File: src/rtl/tape_pkg.sv
// Shared state encoding and default timing constants for the tape receive path.
// Timing constants are in T-states unless noted otherwise.
package tape_pkg;

  typedef enum logic [1:0] {
    ST_IDLE,
    ST_PILOT,
    ST_SYNC2,
    ST_DATA
  } tape_state_t;

  localparam int TAPE_CLK_DIV     = 4;
  localparam int TAPE_GLITCH      = 8;
  localparam int TAPE_PILOT_LO    = 1800;
  localparam int TAPE_PILOT_HI    = 2600;
  localparam int TAPE_PILOT_COUNT = 256;
  localparam int TAPE_SYNC_MAX    = 1000;
  localparam int TAPE_BIT_THRESH  = 2560;
  localparam int TAPE_BIT_MAX     = 4500;
  localparam int TAPE_TIMEOUT     = 14000;

  localparam int WIDTH_BITS = 14;
  localparam logic [WIDTH_BITS-1:0] WIDTH_SAT = '1;

  // Bits needed to hold the values 0..n-1, never less than one.
  function automatic int bits_for(input int n);
    return (n < 2) ? 1 : $clog2(n);
  endfunction

endpackage

File: src/rtl/tape_pulse_meter.sv
// Synchronises and de-glitches tape_in, then measures the width of each
// half-pulse in T-states and flags a single timeout per silent stretch.
module tape_pulse_meter import tape_pkg::*; #(
  parameter int CLK_DIV = TAPE_CLK_DIV,
  parameter int GLITCH  = TAPE_GLITCH,
  parameter int TIMEOUT = TAPE_TIMEOUT
) (
  input  logic                  clk14,
  input  logic                  rst_n,
  input  logic                  tape_in,
  output logic                  pulse,
  output logic [WIDTH_BITS-1:0] width,
  output logic                  tmo
);

  localparam int SYNC_STAGES = 2;
  localparam int PW = bits_for(CLK_DIV);
  localparam int GW = bits_for(GLITCH);
  localparam logic [PW-1:0] PRESC_LAST  = PW'(CLK_DIV - 1);
  localparam logic [GW-1:0] GLITCH_LAST = GW'(GLITCH - 1);
  localparam logic [WIDTH_BITS-1:0] TMO_W = WIDTH_BITS'(TIMEOUT);

  logic [SYNC_STAGES-1:0] sync_reg;
  logic                   level_reg;
  logic [GW-1:0]          glitch_cnt_reg;
  logic [PW-1:0]          presc_reg;
  logic [WIDTH_BITS-1:0]  count_reg;
  logic [WIDTH_BITS-1:0]  width_reg;
  logic                   armed_reg;
  logic                   pulse_reg;
  logic                   tmo_reg;

  logic synced;
  logic edge_det;
  logic tick;

  assign synced   = sync_reg[SYNC_STAGES-1];
  // A new level is accepted only once it has been stable for GLITCH cycles.
  assign edge_det = (synced != level_reg) && (glitch_cnt_reg == GLITCH_LAST);
  assign tick     = (presc_reg == PRESC_LAST);

  always_ff @(posedge clk14) begin
    if (!rst_n) begin
      sync_reg       <= '0;
      level_reg      <= 1'b0;
      glitch_cnt_reg <= '0;
      presc_reg      <= '0;
      count_reg      <= '0;
      width_reg      <= '0;
      armed_reg      <= 1'b1;
      pulse_reg      <= 1'b0;
      tmo_reg        <= 1'b0;
    end else begin
      sync_reg  <= {sync_reg[SYNC_STAGES-2:0], tape_in};
      presc_reg <= tick ? '0 : presc_reg + PW'(1);

      if (synced == level_reg) begin
        glitch_cnt_reg <= '0;
      end else if (edge_det) begin
        level_reg      <= synced;
        glitch_cnt_reg <= '0;
      end else begin
        glitch_cnt_reg <= glitch_cnt_reg + GW'(1);
      end

      pulse_reg <= edge_det;
      tmo_reg   <= 1'b0;
      if (edge_det) begin
        width_reg <= count_reg;
        count_reg <= '0;
        armed_reg <= 1'b1;
      end else begin
        if (tick && (count_reg != WIDTH_SAT)) begin
          count_reg <= count_reg + WIDTH_BITS'(1);
        end
        // The counter sits at TIMEOUT for several cycles; fire only once.
        if (armed_reg && (count_reg == TMO_W)) begin
          tmo_reg   <= 1'b1;
          armed_reg <= 1'b0;
        end
      end
    end
  end

  assign pulse = pulse_reg;
  assign width = width_reg;
  assign tmo   = tmo_reg;

endmodule

File: src/rtl/tape_decoder.sv
// Tape receive decoder: recognises pilot/sync framing, turns bit pairs into
// MSB-first bytes and hands them out through a valid/ready register.
module tape_decoder import tape_pkg::*; #(
  parameter int CLK_DIV     = TAPE_CLK_DIV,
  parameter int GLITCH      = TAPE_GLITCH,
  parameter int PILOT_LO    = TAPE_PILOT_LO,
  parameter int PILOT_HI    = TAPE_PILOT_HI,
  parameter int PILOT_COUNT = TAPE_PILOT_COUNT,
  parameter int SYNC_MAX    = TAPE_SYNC_MAX,
  parameter int BIT_THRESH  = TAPE_BIT_THRESH,
  parameter int BIT_MAX     = TAPE_BIT_MAX,
  parameter int TIMEOUT     = TAPE_TIMEOUT
) (
  input  logic       clk14,
  input  logic       rst_n,
  input  logic       en,
  input  logic       tape_in,
  output logic [7:0] byte_data,
  output logic       byte_valid,
  input  logic       byte_ready,
  output logic       byte_first,
  output logic       block_active,
  output logic       block_end,
  output logic       block_ok,
  output logic       err,
  output logic       overrun
);

  localparam int PCW      = bits_for(PILOT_COUNT + 1);
  localparam int SUM_BITS = WIDTH_BITS + 1;
  localparam logic [WIDTH_BITS-1:0] PILOT_LO_W = WIDTH_BITS'(PILOT_LO);
  localparam logic [WIDTH_BITS-1:0] PILOT_HI_W = WIDTH_BITS'(PILOT_HI);
  localparam logic [WIDTH_BITS-1:0] SYNC_MAX_W = WIDTH_BITS'(SYNC_MAX);
  localparam logic [SUM_BITS-1:0]   THRESH_S   = SUM_BITS'(BIT_THRESH);
  localparam logic [SUM_BITS-1:0]   MAX_S      = SUM_BITS'(BIT_MAX);
  localparam logic [PCW-1:0]        PILOT_C    = PCW'(PILOT_COUNT);

  logic                  pulse;
  logic                  tmo;
  logic [WIDTH_BITS-1:0] width;

  tape_pulse_meter #(
    .CLK_DIV (CLK_DIV),
    .GLITCH  (GLITCH),
    .TIMEOUT (TIMEOUT)
  ) u_meter (
    .clk14   (clk14),
    .rst_n   (rst_n),
    .tape_in (tape_in),
    .pulse   (pulse),
    .width   (width),
    .tmo     (tmo)
  );

  tape_state_t           state_reg, state_next;
  logic [PCW-1:0]        pilot_cnt_reg, pilot_cnt_next;
  logic                  phase_reg, phase_next;
  logic [WIDTH_BITS-1:0] first_half_reg, first_half_next;
  logic [2:0]            bit_cnt_reg, bit_cnt_next;
  logic [7:0]            shift_reg, shift_next;
  logic [7:0]            csum_reg, csum_next;
  logic                  first_pend_reg, first_pend_next;
  logic [7:0]            data_reg, data_next;
  logic                  first_reg, first_next;
  logic                  valid_reg, valid_next;
  logic                  end_reg, end_next;
  logic                  ok_reg, ok_next;
  logic                  err_reg, err_next;
  logic                  overrun_reg, overrun_next;

  logic                in_pilot;
  logic                is_sync;
  logic                bit_val;
  logic                byte_done;
  logic [SUM_BITS-1:0] pair_sum;
  logic [7:0]          byte_new;

  assign in_pilot = (width >= PILOT_LO_W) && (width <= PILOT_HI_W);
  assign is_sync  = (width < SYNC_MAX_W);
  assign pair_sum = {1'b0, first_half_reg} + {1'b0, width};
  assign bit_val  = (pair_sum > THRESH_S);
  assign byte_new = {shift_reg[6:0], bit_val};

  always_comb begin
    state_next      = state_reg;
    pilot_cnt_next  = pilot_cnt_reg;
    phase_next      = phase_reg;
    first_half_next = first_half_reg;
    bit_cnt_next    = bit_cnt_reg;
    shift_next      = shift_reg;
    csum_next       = csum_reg;
    first_pend_next = first_pend_reg;
    data_next       = data_reg;
    first_next      = first_reg;
    valid_next      = valid_reg;
    overrun_next    = overrun_reg;
    end_next        = 1'b0;
    ok_next         = 1'b0;
    err_next        = 1'b0;
    byte_done       = 1'b0;

    if (valid_reg && byte_ready) begin
      valid_next = 1'b0;
    end

    if (!en) begin
      state_next = ST_IDLE;
    end else begin
      case (state_reg)
        ST_IDLE: begin
          if (pulse && in_pilot) begin
            state_next     = ST_PILOT;
            pilot_cnt_next = PCW'(1);
          end
        end
        ST_PILOT: begin
          if (tmo) begin
            state_next = ST_IDLE;
          end else if (pulse) begin
            if (in_pilot) begin
              if (pilot_cnt_reg != PILOT_C) pilot_cnt_next = pilot_cnt_reg + PCW'(1);
            end else if (is_sync && (pilot_cnt_reg >= PILOT_C)) begin
              state_next = ST_SYNC2;
            end else begin
              state_next = ST_IDLE;
            end
          end
        end
        ST_SYNC2: begin
          if (tmo) begin
            state_next = ST_IDLE;
          end else if (pulse) begin
            if (is_sync) begin
              state_next      = ST_DATA;
              bit_cnt_next    = '0;
              phase_next      = 1'b0;
              csum_next       = '0;
              overrun_next    = 1'b0;
              first_pend_next = 1'b1;
            end else begin
              state_next = ST_IDLE;
            end
          end
        end
        ST_DATA: begin
          if (tmo) begin
            end_next   = 1'b1;
            ok_next    = (csum_reg == 8'h00) && !overrun_reg && (bit_cnt_reg == 3'd0);
            state_next = ST_IDLE;
          end else if (pulse) begin
            if (!phase_reg) begin
              first_half_next = width;
              phase_next      = 1'b1;
            end else begin
              phase_next = 1'b0;
              if (pair_sum > MAX_S) begin
                err_next   = 1'b1;
                end_next   = 1'b1;
                state_next = ST_IDLE;
              end else begin
                shift_next = byte_new;
                if (bit_cnt_reg == 3'd7) begin
                  byte_done       = 1'b1;
                  bit_cnt_next    = '0;
                  csum_next       = csum_reg ^ byte_new;
                  first_pend_next = 1'b0;
                end else begin
                  bit_cnt_next = bit_cnt_reg + 3'd1;
                end
              end
            end
          end
        end
        default: state_next = ST_IDLE;
      endcase
    end

    // A byte finishing while the previous one is still held is lost.
    if (byte_done) begin
      if (valid_reg && !byte_ready) begin
        overrun_next = 1'b1;
      end else begin
        data_next  = byte_new;
        first_next = first_pend_reg;
        valid_next = 1'b1;
      end
    end
  end

  always_ff @(posedge clk14) begin
    if (!rst_n) begin
      state_reg      <= ST_IDLE;
      pilot_cnt_reg  <= '0;
      phase_reg      <= 1'b0;
      first_half_reg <= '0;
      bit_cnt_reg    <= '0;
      shift_reg      <= '0;
      csum_reg       <= '0;
      first_pend_reg <= 1'b0;
      data_reg       <= '0;
      first_reg      <= 1'b0;
      valid_reg      <= 1'b0;
      end_reg        <= 1'b0;
      ok_reg         <= 1'b0;
      err_reg        <= 1'b0;
      overrun_reg    <= 1'b0;
    end else begin
      state_reg      <= state_next;
      pilot_cnt_reg  <= pilot_cnt_next;
      phase_reg      <= phase_next;
      first_half_reg <= first_half_next;
      bit_cnt_reg    <= bit_cnt_next;
      shift_reg      <= shift_next;
      csum_reg       <= csum_next;
      first_pend_reg <= first_pend_next;
      data_reg       <= data_next;
      first_reg      <= first_next;
      valid_reg      <= valid_next;
      end_reg        <= end_next;
      ok_reg         <= ok_next;
      err_reg        <= err_next;
      overrun_reg    <= overrun_next;
    end
  end

  assign byte_data    = data_reg;
  assign byte_first   = first_reg;
  assign byte_valid   = valid_reg;
  assign block_active = (state_reg == ST_DATA);
  assign block_end    = end_reg;
  assign block_ok     = ok_reg;
  assign err          = err_reg;
  assign overrun      = overrun_reg;

endmodule

File: config.mk
export PLATFORM = sky130hd
export DESIGN_NAME = tape_decoder
export DESIGN_NICKNAME = d
export VERILOG_FILES = /design/src/rtl/tape_pkg.sv /design/src/rtl/tape_pulse_meter.sv /design/src/rtl/tape_decoder.sv
export SDC_FILE = /design/constraint.sdc
export NUM_CORES = 1
export LEC_CHECK = 0
export CORE_MARGIN = 1
export CORE_UTILIZATION = 40
export CTS_CLUSTER_SIZE = 12
export DETAILED_ROUTE_END_ITERATION = 8
export SKIP_CTS_REPAIR_TIMING = 1
export SYNTH_ARGS = -nofsm -noshare
export SYNTH_HDL_FRONTEND = slang
export SYNTH_HIERARCHICAL = 1
export SYNTH_SLANG_ARGS = --single-unit
File: constraint.sdc
create_clock -name clk14 -period 8.3 [get_ports clk14]
set_input_delay 0.83 -clock clk14 [delete_from_list [all_inputs] [get_ports clk14]]
set_output_delay 0.83 -clock clk14 [all_outputs]
set_load 0.03 [all_outputs]
Word level (Yosys, flattened, before mapping)
Cells that the tools add are included.
{ "word_totals": {"reg_bits": 98, "out_inout_bits": 15, "inputBits": 5, "elab_cells": 183} }
{ "op_classes": {"muxes": 75, "n_lt_le_gt_ge": 6, "reduce_logical": 33, "eq_ne": 30, "add_sub_neg": 6, "bitwise": 9} }
{ "ops": {"columns": ["op", "count"], "rows": [
  ["8-bit 2-to-1 mux", 8],
  ["9-bit 2-to-1 mux", 5],
  ["1-bit 2-to-1 mux", 36],
  ["2-bit 2-to-1 mux", 12],
  ["3-bit 2-to-1 mux", 8],
  ["7-bit AND reduction", 3],
  ["9-bit one-hot mux with 2 select lines", 1],
  ["2-bit inequality test (second input constant)", 8],
  ["8-bit one-hot mux with 2 select lines", 1],
  ["14-bit by 14-bit adder with 15-bit output", 1],
  ["15-bit by 12-bit > comparator with 1-bit output (second input constant)", 1],
  ["15-bit by 13-bit > comparator with 1-bit output (second input constant)", 1],
  ["3-bit by 1-bit inequality test with 1-bit output (second input constant)", 5],
  ["14-bit by 1-bit adder with 14-bit output (second input constant)", 1],
  ["14-bit equality test (second input constant)", 1],
  ["14-bit by 11-bit >= comparator with 1-bit output (second input constant)", 1],
  ["14-bit by 12-bit <= comparator with 1-bit output (second input constant)", 1],
  ["14-bit by 10-bit less-than comparator with 1-bit output (second input constant)", 1],
  ["14-bit inequality test (second input constant)", 1],
  ["1-bit logical AND", 10],
  ["2-bit by 1-bit inequality test with 1-bit output (second input constant)", 5],
  ["10-bit AND reduction", 1],
  ["9-bit by 1-bit adder with 9-bit output (second input constant)", 1],
  ["9-bit >= comparator (second input constant)", 1],
  ["other kinds (28)", 45]
]} }

Longest topological paths before layout
Gate-level depths: netlist (run 1).
{ "logic_depth": {"word_depth": 9, "ltp_mapped": 12, "depth_no_buf": 11} }

By module
Netlist (run 1), hierarchy kept.
{ "modules_own_cells": {"columns": ["module", "area_each_um2", "cells_each", "seq_area_each_um2", "instances"], "rows": [
  ["tape_decoder", 3449.6, 409, 1181.1, 1],
  ["tape_pulse_meter", 1596.5, 159, 780.7, 1]
]} }

Least setup slack after synthesis (run 1)
Ideal clock, no wire load.
{ "synth_path": {"kind": "register -> register", "from": "register u_meter.width_reg[0], in the netlist u_meter/width[0]", "to": "register data_reg[0], in the netlist byte_data[0]", "path_buffers": 1, "required_time_ps": 8184, "path_stages_with_launch": 12, "setup_slack_ps": 5068, "setup_ps": 116, "period_less_slack_ps": 3232, "t_arrival_ps": 3115, "path_cell_list": "dfxtp_1 ha_1 fa_1 a21o_1 a221oi_2 o31ai_4 a2111o_1 a311oi_4 and4_2 buf_6 mux2i_1 nor2b_1"} }
{ "synth_via": {"elab_chain_len": 9, "word_cells_on_any_way": 10, "cone_classes": "add/sub (1); order compare (2); mux (6); reduce/logical (1)"} }
{ "synth_lines": {"columns": ["element", "line_no", "text"], "rows": [
  ["start: declaration", "tape_pulse_meter.sv:28", "logic [WIDTH_BITS-1:0] width_reg;"],
  ["start signal: assignment", "tape_pulse_meter.sv:69", "width_reg <= count_reg;"],
  ["14-bit by 14-bit adder with 15-bit output *", "tape_decoder.sv:80", "assign pair_sum = {1'b0, first_half_reg} + {1'b0, width};"],
  ["15-bit by 13-bit > comparator with 1-bit output", "tape_decoder.sv:156", "if (pair_sum > MAX_S) begin"],
  ["1-bit 2-to-1 mux", "tape_decoder.sv:156", null],
  ["1-bit 2-to-1 mux", "tape_decoder.sv:151", "if (!phase_reg) begin"],
  ["1-bit 2-to-1 mux", "tape_decoder.sv:150", "end else if (pulse) begin"],
  ["1-bit 2-to-1 mux", "tape_decoder.sv:146", "if (tmo) begin"],
  ["1-bit 2-to-1 mux", "tape_decoder.sv:109", "case (state_reg)"],
  ["1-bit 2-to-1 mux", "tape_decoder.sv:106", "if (!en) begin"],
  ["2-bit AND reduction (no source line)", null, null],
  ["end signal: assignment", "tape_decoder.sv:216", "data_reg <= data_next;"],
  ["end: declaration", "tape_decoder.sv:63", "logic [7:0] data_reg, data_next;"]
]} }
Every way passes the cells marked *; elsewhere a longest branch is shown, timed or not.
A chain may end at the register's enable or synchronous reset.

Final worst setup path (run 1)
{ "layout_path": {"from": "register u_meter.width_reg[0], in the netlist u_meter/width[0]", "to": "register csum_reg[0]"} }
{ "layout_via": {"elab_chain_len": 9, "word_cells_on_any_way": 14, "cone_classes": "add/sub (1); order compare (3); eq/ne (2); mux (6); bitwise (1); reduce/logical (1)"} }
{ "layout_lines": {"columns": ["element", "line_no", "text"], "rows": [
  ["14-bit by 14-bit adder with 15-bit output", "tape_decoder.sv:80", null],
  ["15-bit by 12-bit > comparator with 1-bit output", "tape_decoder.sv:81", "assign bit_val = (pair_sum > THRESH_S);"],
  ["8-bit bitwise XOR", "tape_decoder.sv:165", "csum_next = csum_reg ^ byte_new;"],
  ["8-bit 2-to-1 mux", "tape_decoder.sv:162", "if (bit_cnt_reg == 3'd7) begin"],
  ["8-bit 2-to-1 mux", "tape_decoder.sv:156", null],
  ["8-bit 2-to-1 mux", "tape_decoder.sv:151", null],
  ["8-bit 2-to-1 mux", "tape_decoder.sv:150", null],
  ["8-bit 2-to-1 mux", "tape_decoder.sv:146", null],
  ["8-bit one-hot mux with 2 select lines", "tape_decoder.sv:109", null],
  ["end signal: assignment", "tape_decoder.sv:214", "csum_reg <= csum_next;"],
  ["end: declaration", "tape_decoder.sv:61", "logic [7:0] csum_reg, csum_next;"]
]} }
Parallel ways exist; a longest one is shown, timed or not. The select of a mux whose other input is x is not followed.

==> results of run 1 <==
## cells in the final DEF, fill, tap and decap left out, types with 7 or more instances in the layout
| master | instances |
|---|---|
| dfxtp_1 | 98 |
| nand2_1 | 74 |
| nor2_1 | 48 |
| ha_1 | 24 |
| o21ai_0 | 20 |
| mux2i_1 | 20 |
| a21oi_1 | 19 |
| clkdlybuf4s50_1 | 19 |
| nor3_1 | 18 |
| inv_1 | 16 |
| a21boi_0 | 16 |
| nand4_1 | 15 |
| nor2b_1 | 14 |
| a22o_1 | 14 |
| nor4_1 | 13 |
| xnor2_1 | 10 |
| nand3_1 | 9 |
| a31oi_1 | 9 |
| xor2_1 | 9 |
| clkbuf_16 | 9 |
| and3_1 | 8 |
| nand2b_1 | 7 |
## layout make-up
cell class,instances,area [um2]
well taps,168,210
inverters,16,60.1
multi-input cells,429,2890
repair buffers,23,220
clock inverters,6,33.8
fillers,1178,6560
flip-flops and latches,98,1960
clock buffers,10,229
## critical path, cell delays in order (launching register included)
cell	delay (ns)
dfxtp_1	0.34
ha_1	0.23
fa_1	0.41
a21o_1	0.22
a221oi_2	0.41
o21ai_0	0.20
xnor2_1	0.17
a211o_1	0.25
a31o_2	0.28
a31oi_1	0.51
and4bb_1	0.27
nor4_2	0.24
## logic make-up after synthesis
logic type               Yosys count
AO/OA/AOI/OAI                    118
XOR/XNOR                          19
adder cells (fa/ha/maj)           25
buffers and inverters             41
flip-flops                        98
multiplexers                      21
AND/OR/NAND/NOR                  246
## path summary, 6_finish.rpt
path,startpoint,endpoint
worst max-delay path,u_meter/width[0]$_SDFFE_PN0P_,csum_reg[0]$_SDFFE_PN0P_
worst max register to register,u_meter/width[0]$_SDFFE_PN0P_,csum_reg[0]$_SDFFE_PN0P_
worst min-delay path,u_meter/presc_reg[0]$_SDFF_PP0_,u_meter/presc_reg[0]$_SDFF_PP0_
worst min register to register,u_meter/presc_reg[0]$_SDFF_PP0_,u_meter/presc_reg[0]$_SDFF_PP0_
## stage by stage
stage	worst slack [ns]	utilization	instance area (um2)	total power [W]	std cells
3_5_place_dp	4.66	0.439	5340	0.000504	734
6_report	4.69	0.460	5600	0.000867	750
3_3_place_gp	4.79	0.439	5340	0.000503	734
5_1_grt	4.38	0.460	5600	0.000900	750
4_1_cts	4.65	0.460	5600	0.000882	750
2_1_floorplan	5.07	-	5050	0.000496	568
## metal layers
metal / track usage / vias up
met4: 0.0900 / 0
met2: 0.264 / 78
met3: 0.0328 / 21
met5: 0 / -
met1: 0.227 / 1870
li1: - / 2068
## power by group through the flow
| stage | clock (W) | sequential [W] | combinational (W) |
|---|---|---|---|
| after CTS | 0.000390 | 0.000474 | 0.0000191 |
| after global placement | 0 | 0.000484 | 0.0000185 |
| after global routing | 0.000405 | 0.000474 | 0.0000214 |
| after detailed placement | 0 | 0.000484 | 0.0000191 |
| final | 0.000374 | 0.000474 | 0.0000187 |
| after floorplan | 0 | 0.000484 | 0.0000118 |
==> flow_summary.json, run 1 <==
{
  "status": "finished, final reports clean",
  "dr_wl_met3_um": 327,
  "synthTopCellsByCount": "98 x dfxtp_1, 74 x nand2_1, 48 x nor2_1",
  "cts_tree": "yes",
  "first_pass_iters": 4,
  "grt_max_degree": 49,
  "whs_path_depth": 1,
  "h-tree-depth": 3,
  "r2r_setup_slack_ns": 4.69,
  "synth_top_cell_by_area": "dfxtp_1",
  "vias_per_cell": 5.38,
  "wl_per_cell_um": 13.8,
  "slew_headroom": 0.550,
  "gp_congestion": 0.914,
  "hold_class": "reg -> reg",
  "path_clk_slew_ns": 0.06,
  "critPathKind": "reg -> reg",
  "yosysTopAreaCellShare": 0.389,
  "synth-compound-area-share": 0.177,
  "worst-endpoint-arrival_ns": 3.87,
  "drc": 0,
  "period_needed_ns": 3.61,
  "period_share": 0.435,
  "die_w_um": 114,
  "seq_area_frac_synth": 0.389,
  "area_growth_pct": 11.0,
  "fmax_ghz": 0.277,
  "clkPwrFrac": 0.432,
  "power.leakage_nw": 1.99,
  "routedLengthMet1_mm": 5.16,
  "met2_length_mm": 4.63,
  "grtUsageTotal": 0.171,
  "synth_warnings": 6,
  "synthSimpleGateAreaFrac": 0.255,
  "synth_nets": 598,
  "fin_nets": 607,
  "ctsLongestPathBuffers": 2,
  "finalSetupViolations": 0,
  "synth_fa_ha_area_frac": 0.0635,
  "combPwrFrac": 0.022,
  "power.switching_w": 0.000185,
  "grt_overflow_total": 0,
  "synthMuxAreaShare": 0.0419,
  "cts.sinks": 98,
  "drv_slew": 0,
  "grt_pass1_vias": 3832,
  "r2r_cells": 11,
  "synth_edf_count": 0,
  "dieArea_um2": 13100,
  "synth.most_common_cell": "dfxtp_1",
  "grt_setup_unrepaired": "no",
  "netSwitchingFraction": 0.214,
  "ir_drop_v": 0.000119,
  "insertion_delay_ns": 0.34,
  "drive_gt1_frac": 0.0722,
  "io_buffers": 19,
  "drtIter0Drc": 240,
  "routed_wirelength_mm": 10.4,
  "worstPathMaxFanout": 8,
  "internal-power_w": 0.000681,
  "p_seq_frac": 0.547,
  "cp-end-kind": "register",
  "num_io_pins": 20,
  "antenna_cells": 0,
  "synthTopCellsByArea": "dfxtp_1 39%, ha_1 6.0%, nand2_1 5.5%, mux2i_1 4.0%, nor2_1 3.6%",
  "top_layer": "met4",
  "hold_viol": 0,
  "syn_area_um2": 5050,
  "required_ns": 8.56,
  "num_rows": 40,
  "netlist_instances": 568,
  "hpwlAfterDp_mm": 7.46,
  "synth_top_family_by_area": "simple AND/OR/NAND/NOR gates",
  "maxCapViolations": 0,
  "clock-root-buffer": "clkbuf_16",
  "synth-xor-area-share": 0.0330,
  "antenna_found_initial": 0,
  "power-per-cell-area_nw_per_um2": 155,
  "grt_pass1_wl_mm": 18.0,
  "die_y_um": 114,
  "tightest_slew_ns": 0.672,
  "drt.antenna.violating_nets": 0,
  "synth_cell_types": 72,
  "ys_ff_latch": 98,
  "fin_tns_setup_ns": 0,
  "avgSynthCellArea_um2": 8.88,
  "design.core.area_um2": 12200,
  "cp-start-kind": "register",
  "start_util": 0.415,
  "hold_ws_ns": 0.430,
  "fin_worst_skew_ns": 0.00534,
  "vias": 4037,
  "ys.flop_type": "dfxtp_1",
  "cts_made_buffers": 9,
  "ys_async_sr_fraction": 0
}
Power figures use the tool's default switching activity.
==> run 2: changes to the inputs <==
==> constraint.sdc (replaced) <==
create_clock -name clk14 -period 3.7 [get_ports clk14]
set_input_delay 0.37 -clock clk14 [delete_from_list [all_inputs] [get_ports clk14]]
set_output_delay 0.37 -clock clk14 [all_outputs]
set_load 0.03 [all_outputs]
==> flow_summary.json, run 2 (synthesized netlist as in run 1, its figures left out) <==
{
  "clock-root-buffer": "clkbuf_16",
  "required_ns": 3.96,
  "hold_class": "reg -> reg",
  "wl_per_cell_um": 14.1,
  "cts_tree": "yes",
  "dpl_worst_slack_ns": 0.0899,
  "fin_area_um2": 5690,
  "drt.antenna.violating_nets": 0,
  "grt_setup_unrepaired": "no",
  "power.leakage_nw": 2.02,
  "dieArea_um2": 13100,
  "maxCapViolations": 0,
  "io_buffers": 19,
  "dp.cells": 736,
  "antenna_found_initial": 0,
  "dpl-instance-area_um2": 5350,
  "clkPwrFrac": 0.468,
  "critPathBufInv": 0,
  "design.core.area_um2": 12200,
  "final_common_cell": "dfxtp_1",
  "r2r_cells": 10,
  "crit_path_cell_trace": "ha_1, fa_1, a21o_1, a221oi_4, o31ai_4, a2111o_1, a311oi_4, o311ai_1, and4bb_1, nor4_2",
  "tightest_slew_ns": 0.642,
  "fin_tns_setup_ns": 0,
  "vias_per_cell": 5.43,
  "period_share": 0.937,
  "status": "finished, final reports clean",
  "whs_path_depth": 1,
  "path_clk_slew_ns": 0.07,
  "power.switching_w": 0.000448,
  "nFillCells": 1173,
  "hpwlAfterDp_mm": 7.45,
  "fin_worst_skew_ns": 0.00712,
  "cts_made_buffers": 9,
  "ir_drop_v": 0.000361,
  "slew_headroom": 0.569,
  "worstPathMaxFanout": 8,
  "crit_family": "compound AO/OA/AOI/OAI gates",
  "fin_cells": 752,
  "period_needed_ns": 3.47,
  "worst-endpoint-arrival_ns": 3.73,
  "cp-end-kind": "register",
  "ctsLongestPathBuffers": 2,
  "grtUsageTotal": 0.172,
  "grt_pass1_wl_mm": 17.9,
  "layout_common_cells": "98 x dfxtp_1, 74 x nand2_1, 48 x nor2_1",
  "routed_wirelength_mm": 10.6,
  "final_core_util": 0.467,
  "fin_nets": 609,
  "num_io_pins": 20,
  "grt_max_degree": 49,
  "gp_congestion": 0.851,
  "netSwitchingFraction": 0.216,
  "critPathKind": "reg -> reg",
  "h-tree-depth": 3,
  "drc": 0,
  "drv_slew": 0,
  "internal-power_w": 0.00163,
  "slowest_delay_ns": 0.47,
  "num_rows": 40,
  "fmax_ghz": 0.288,
  "cp-start-kind": "register",
  "cts.sinks": 98,
  "grt_pass1_vias": 3761,
  "critPathSlowestCell": "a311oi_4",
  "combPwrFrac": 0.020,
  "power-per-cell-area_nw_per_um2": 365,
  "antenna_cells": 0,
  "hold_viol": 0,
  "die_w_um": 114,
  "drtIter0Drc": 190,
  "insertion_delay_ns": 0.35,
  "drive_gt1_frac": 0.0788,
  "vias": 4083,
  "grt_overflow_total": 0,
  "p_seq_frac": 0.512,
  "start_util": 0.415,
  "die_y_um": 114,
  "crit_cells": 10,
  "finalSetupViolations": 0,
  "setup_ws_ns": 0.231,
  "area_growth_pct": 12.7,
  "first_pass_iters": 5
}
[run 2: worst reg2reg max path, stage by stage, from the launching register on]
cell and delay (ns):
dfxtp_1 0.35, ha_1 0.23, fa_1 0.42, a21o_1 0.24, a221oi_4 0.34, o31ai_4 0.13
a2111o_1 0.46, a311oi_4 0.47, o311ai_1 0.26, and4bb_1 0.27, nor4_2 0.22
[run 2: power by group through the flow]
stage / clock [W] / sequential (W) / combinational, W
3_3_place_gp: 0 / 0.00109 / 0.0000412
3_5_place_dp: 0 / 0.00109 / 0.0000428
2_1_floorplan: 0 / 0.00109 / 0.0000264
4_1_cts: 0.00101 / 0.00106 / 0.0000428
6_report: 0.000972 / 0.00106 / 0.0000420
5_1_grt: 0.00105 / 0.00106 / 0.0000465
[run 2: cell type report]
cell class	instances	area [um2]	share of cell area
clock buffer	10	239	0.0420
clock inverter	6	71.3	0.0125
inverter	16	60.1	0.0106
multi-input combinational	429	2910	0.511
sequential	98	1960	0.345
tap	168	210	0.0370
timing repair buffer	25	235	0.0414
[run 2: per-layer routing]
layer | track usage | wire length, um | up-vias
li1 | - | - | 2090
met1 | 0.220 | 5150 | 1918
met2 | 0.283 | 4960 | 67
met3 | 0.0418 | 361 | 8
met4 | 0.0597 | 106 | 0
met5 | 0 | 0 | -
[run 2: metrics by stage]
step / power, W / hold WS, ns
after global routing: 0.00216 / 0.455
after global placement: 0.00113 / 0.411
after CTS: 0.00211 / 0.434
final: 0.00208 / 0.429
after floorplan: 0.00111 / 0.403
after detailed placement: 0.00113 / 0.425
[run 2: path summary, 6_finish.rpt]
check | slack, ns | end | startpoint
max | 0.23 | csum_reg[0]$_SDFFE_PN0P_ | u_meter/width[0]$_SDFFE_PN0P_
min | 0.43 | u_meter/presc_reg[0]$_SDFF_PP0_ | u_meter/presc_reg[0]$_SDFF_PP0_
max reg2reg | 0.23 | csum_reg[0]$_SDFFE_PN0P_ | u_meter/width[0]$_SDFFE_PN0P_
min reg2reg | 0.43 | u_meter/presc_reg[0]$_SDFF_PP0_ | u_meter/presc_reg[0]$_SDFF_PP0_
